==> config.mk <==
export PLATFORM = sky130hd
export DESIGN_NAME = trigger_pulse_shaper
export DESIGN_NICKNAME = d
export VERILOG_FILES = /design/src/rtl/trigger_pulse_shaper.sv
export SDC_FILE = /design/constraint.sdc
export NUM_CORES = 1
export LEC_CHECK = 0
export ABC_CLOCK_PERIOD_IN_PS = 7000
export CORE_AREA = 5 5 101 103
export CTS_BUF_LIST = sky130_fd_sc_hd__clkbuf_8
export DETAILED_ROUTE_END_ITERATION = 10
export DIE_AREA = 0 0 106 108
export PLACE_DENSITY = 0.79
export SETUP_SLACK_MARGIN = 0.1
export SLEW_MARGIN = 20
export SYNTH_ARGS = -nofsm -noshare
export SYNTH_HDL_FRONTEND = slang
export SYNTH_SLANG_ARGS = --single-unit
==> constraint.sdc <==
create_clock -name adc_clk -period 7 [get_ports adc_clk]
set_clock_uncertainty 0.1 [all_clocks]
set_input_delay 1.4 -clock adc_clk [delete_from_list [all_inputs] [get_ports adc_clk]]
set_output_delay 1.4 -clock adc_clk [all_outputs]
set_load 0.02 [all_outputs]
==> src/rtl/trigger_pulse_shaper.sv <==
// Shapes sequenced triggers into capture-start pulses with programmable delay,
// width and holdoff, an optional per-arm trigger limit and accepted/missed counters.
module trigger_pulse_shaper #(
  parameter int pDELAY_WIDTH = 16,
  parameter int pWIDTH_WIDTH = 8,
  parameter int pCOUNT_WIDTH = 16
) (
  input  logic                    adc_clk,
  input  logic                    reset_n,
  input  logic                    armed_and_ready,
  input  logic                    I_trigger,
  input  logic [pDELAY_WIDTH-1:0] I_delay,
  input  logic [pWIDTH_WIDTH-1:0] I_width,
  input  logic [pDELAY_WIDTH-1:0] I_holdoff,
  input  logic [pCOUNT_WIDTH-1:0] I_max_triggers,
  output logic                    O_trigger,
  output logic                    O_busy,
  output logic                    O_done,
  output logic [pCOUNT_WIDTH-1:0] O_trigger_count,
  output logic [pCOUNT_WIDTH-1:0] O_missed_count
);

  typedef enum logic [2:0] {
    IDLE    = 3'd0,
    ARMED   = 3'd1,
    DELAY   = 3'd2,
    PULSE   = 3'd3,
    HOLDOFF = 3'd4,
    DONE    = 3'd5
  } state_t;

  state_t                  state_q, state_d;
  logic                    trig_r_q, trig_r2_q;
  logic                    otrig_q;
  logic [pDELAY_WIDTH-1:0] cnt_q, cnt_d;
  logic [pWIDTH_WIDTH-1:0] wcnt_q, wcnt_d;
  logic [pWIDTH_WIDTH-1:0] width_q, width_d;
  logic [pDELAY_WIDTH-1:0] holdoff_q, holdoff_d;
  logic [pCOUNT_WIDTH-1:0] trig_count_q, trig_count_d;
  logic [pCOUNT_WIDTH-1:0] missed_q, missed_d;
  logic                    edge_det;
  logic                    limit_hit;
  state_t                  post_pulse;

  function automatic logic [pCOUNT_WIDTH-1:0] sat_inc(input logic [pCOUNT_WIDTH-1:0] v);
    return (v == {pCOUNT_WIDTH{1'b1}}) ? v : v + pCOUNT_WIDTH'(1);
  endfunction

  function automatic logic [pWIDTH_WIDTH-1:0] eff_width(input logic [pWIDTH_WIDTH-1:0] w);
    return (w == '0) ? pWIDTH_WIDTH'(1) : w;
  endfunction

  assign edge_det   = trig_r_q & ~trig_r2_q;
  assign limit_hit  = (I_max_triggers != '0) && (trig_count_q >= I_max_triggers);
  assign post_pulse = limit_hit ? DONE : ARMED;

  always_comb begin
    state_d      = state_q;
    cnt_d        = cnt_q;
    wcnt_d       = wcnt_q;
    width_d      = width_q;
    holdoff_d    = holdoff_q;
    trig_count_d = trig_count_q;
    missed_d     = missed_q;

    case (state_q)
      IDLE: begin
        if (armed_and_ready) begin
          state_d      = ARMED;
          trig_count_d = '0;
          missed_d     = '0;
        end
      end
      ARMED: begin
        if (edge_det) begin
          width_d   = I_width;
          holdoff_d = I_holdoff;
          if (I_delay == '0) begin
            state_d      = PULSE;
            wcnt_d       = eff_width(I_width);
            trig_count_d = sat_inc(trig_count_q);
          end else begin
            state_d = DELAY;
            cnt_d   = I_delay;
          end
        end
      end
      DELAY: begin
        if (edge_det) missed_d = sat_inc(missed_q);
        if (cnt_q == pDELAY_WIDTH'(1)) begin
          state_d      = PULSE;
          wcnt_d       = eff_width(width_q);
          trig_count_d = sat_inc(trig_count_q);
        end else begin
          cnt_d = cnt_q - pDELAY_WIDTH'(1);
        end
      end
      PULSE: begin
        if (edge_det) missed_d = sat_inc(missed_q);
        if (wcnt_q == pWIDTH_WIDTH'(1)) begin
          if (holdoff_q == '0) begin
            state_d = post_pulse;
          end else begin
            state_d = HOLDOFF;
            cnt_d   = holdoff_q;
          end
        end else begin
          wcnt_d = wcnt_q - pWIDTH_WIDTH'(1);
        end
      end
      HOLDOFF: begin
        if (edge_det) missed_d = sat_inc(missed_q);
        if (cnt_q == pDELAY_WIDTH'(1)) state_d = post_pulse;
        else                           cnt_d   = cnt_q - pDELAY_WIDTH'(1);
      end
      DONE: ;
      default: state_d = IDLE;
    endcase

    // Disarm wins from any state; counts freeze for readback until the next arm.
    if (!armed_and_ready) begin
      state_d      = IDLE;
      trig_count_d = trig_count_q;
      missed_d     = missed_q;
    end
  end

  always_ff @(posedge adc_clk) begin
    if (!reset_n) begin
      state_q      <= IDLE;
      trig_r_q     <= 1'b0;
      trig_r2_q    <= 1'b0;
      otrig_q      <= 1'b0;
      trig_count_q <= '0;
      missed_q     <= '0;
    end else begin
      state_q      <= state_d;
      trig_r_q     <= I_trigger;
      trig_r2_q    <= trig_r_q;
      otrig_q      <= (state_q == PULSE) && armed_and_ready;
      trig_count_q <= trig_count_d;
      missed_q     <= missed_d;
    end
  end

  // Timing/latch registers are only read in states that load them first.
  always_ff @(posedge adc_clk) begin
    cnt_q     <= cnt_d;
    wcnt_q    <= wcnt_d;
    width_q   <= width_d;
    holdoff_q <= holdoff_d;
  end

  assign O_trigger       = otrig_q;
  assign O_busy          = (state_q == DELAY) || (state_q == PULSE) || (state_q == HOLDOFF);
  assign O_done          = (state_q == DONE);
  assign O_trigger_count = trig_count_q;
  assign O_missed_count  = missed_q;

endmodule

==> impl_metrics.yaml <==
sta:
  finalSetupTns_ns: 0
  whs_ns: 0.4132
  grt_setup_unrepaired: "false"
  setup_viol: 0
  finalHoldViolations: 0
  relSlewSlack_pct: 30.46
  min_period_ns: 4.047
  worst_slack_ns: 2.953
  fmax_mhz: 247.1
  tightest_slew_ns: 1.042
  drv_slew: 0
  fin_crit_sh_pct: 57.82
drt:
  wl_per_cell_um: 16.71
  antenna_left: 0
  first_pass_iters: 4
  drc: 0
  dr_total_vias: 4376
  vias_per_cell: 5.930
  routed_wl_mm: 12.33
  first_iter_violations: 211
die:
  die_area_um2: 11450
  initial_core_util_pct: 54.05
  die-height_um: 108
  dieWidth_um: 106
  fp.coreArea_um2: 9109
  rows: 35
  design.portCount: 95
yosys:
  synth_ff_type: "edfxtp_1"
  yosysWarnings: 0
  synth_area_um2: 4923
  yosysSeqAreaShare_pct: 44.73
  synth_edf_count: 48
  synth_seq_cells: 86
  syn-num-nets: 617
  synth-async-reset-ratio_pct: 0
  syn-instance-count: 535
  syn_area_per_cell_um2: 9.203
  synth_cell_types: 60
cts:
  cts-resized-gates: 0
  clockBufferDepth: 2
  clk_pin_slew_ns: 0.09
  htreeDepth: 3
  cts_buffers: 9
  cts_sinks: 86
  post-cts-setup-buffer-count: 0
  insertion_delay_ns: 0.36
  cts_tree: "built"
  root_buffer: "clkbuf_8"
  holdBufCountCts: 0
setup_path:
  worstPathArrival_ns: 2.55
  path_class: "reg2out"
  cp-startpoint: "state_q[1]$_SDFFE_PN0P_"
  cp_max_fo: 34
  worst_ep_required_time_ns: 5.50
  worstReg2RegStart: "state_q[1]$_SDFFE_PN0P_"
  startpoint_type: "register"
  crit_path_end_kind: "output port"
grt:
  grtUsageTotal_pct: 21.69
  grt_pass1_vias: 4139
  antenna_found_initial: 0
  grt_max_degree: 44
  gr-total-overflow: 0
  grt_pass1_wl_mm: 20.10
placed_design:
  io_buffers: 94
  dp_slack_ns: 3.063
  place_congestion: 0.9444
  hpwl_mm: 9.612
layout:
  seq_area_um2: 2202
  fillerInstances: 730
  nNetsFinal: 704
  multi_input_area_um2: 2520
  final_cell_mix: "clkdlybuf4s50_1, nand2_1, nor2_1"
  areaGrowthSynthToFinish_pct: 24.24
  diodes: 0
  drive_gt1_share_pct: 5.104
  final_common_cell: "clkdlybuf4s50_1"
power:
  p_leak_nw: 2.073
  vdd_ir_drop_max_uv: 127.6
  p_per_area_nw_per_um2: 164.2
  total_power_mw: 1.004
run_status:
  outcome: "complete, no violations"
flow_run:
  maxCapViolCount: 0
min_path:
  min_from: "trig_r_q$_SDFF_PN0_"
  hold_class: "reg2reg"
==> critical path: stages, from the launching register on <==
cell and delay (ns):
dfxtp_1 1.02, nand2b_1 0.33, o21a_1 0.19, inv_1 0.09
clkdlybuf4s50_1 0.56
==> layer usage <==
layer	part of all wire (%)	global-route usage (%)	vias to the layer above
met5	0	0	-
met4	1.6	6.753	0
met3	6.2	3.403	20
met2	47	34.93	152
met1	45	30.25	2017
li1	-	-	2187
==> registers in the layout (all words and copies together) (netlist names) <==
| name | count |
|---|---|
| holdoff_q | 16 |
| state_q | 3 |
| O_trigger | 1 |
| wcnt_q | 8 |
| trig_r_q | 1 |
| cnt_q | 16 |
| width_q | 8 |
| O_trigger_count | 16 |
| O_missed_count | 16 |
| trig_r2_q | 1 |
==> cells in the mapped netlist, drive strengths merged (4+ instances only) <==
master  count  area (um^2)
edfxtp     48         1441
nand2b      7        51.30
nand3      15        75.07
a221oi     13        113.9
a211oi      4        30.03
a31oi       4        25.02
o21ai      35        190.2
or4         9        75.07
nand4      10        62.56
nor4       21        137.6
clkbuf     19        91.34
nor2       55        206.5
or3         8        50.05
dfxtp      38        760.7
xnor2      26        227.7
a21oi      27        135.1
nor3       20        100.1
xor2        6        52.55
inv        26        97.59
and4        5        43.79
and3        7        45.05
nand2      56        212.7
o22ai      16        100.1
ha         22        275.3
==> cells by family (layout without fill, tap and decap cells) <==
family,count (synthesis),count (layout),share of synthesized area (%)
xor+xnor,32,32,5.693
compound gates,117,117,15.10
buf+inv,48,140,4.269
fa+ha+maj,22,22,5.591
flops,86,86,44.73
mux,2,2,0.4066
simple gates,228,228,24.22
==> metrics by stage <==
stage | area, um^2 | utilization [%] | cells
6_report | 6117 | 67.16 | 738
5_1_grt | 6117 | 67.16 | 738
4_1_cts | 6113 | 67.12 | 738
3_5_place_dp | 5926 | 65.05 | 722
3_3_place_gp | 5926 | 65.05 | 722
2_1_floorplan | 4923 | - | 535
==> worst paths after layout <==
kind / endpoint / cells past startpoint / slack [ns]
setup / recovery: O_busy / 4 / 2.95
hold / removal: trig_r2_q$_SDFF_PN0_ / 1 / 0.41
hold reg to reg: trig_r2_q$_SDFF_PN0_ / 1 / 0.41
setup reg to reg: O_trigger_count[15]$_SDFFE_PN0P_ / 6 / 3.75
==> power breakdown <==
part	switching [mW]	total (mW)	internal (mW)
clock	0.198	0.335	0.138
combinational	0.0555	0.112	0.0569
sequential	0.0102	0.557	0.547
==> final cells by class <==
type	instances	share of cell area, %
clock inverter	7	1.043
inverter	26	1.595
multi-input combinational	401	41.19
tap	111	2.270
timing repair buffer	98	15.87
clock buffer	9	2.025
sequential	86	36.00
No activity file was read; power rests on OpenSTA's default activity.
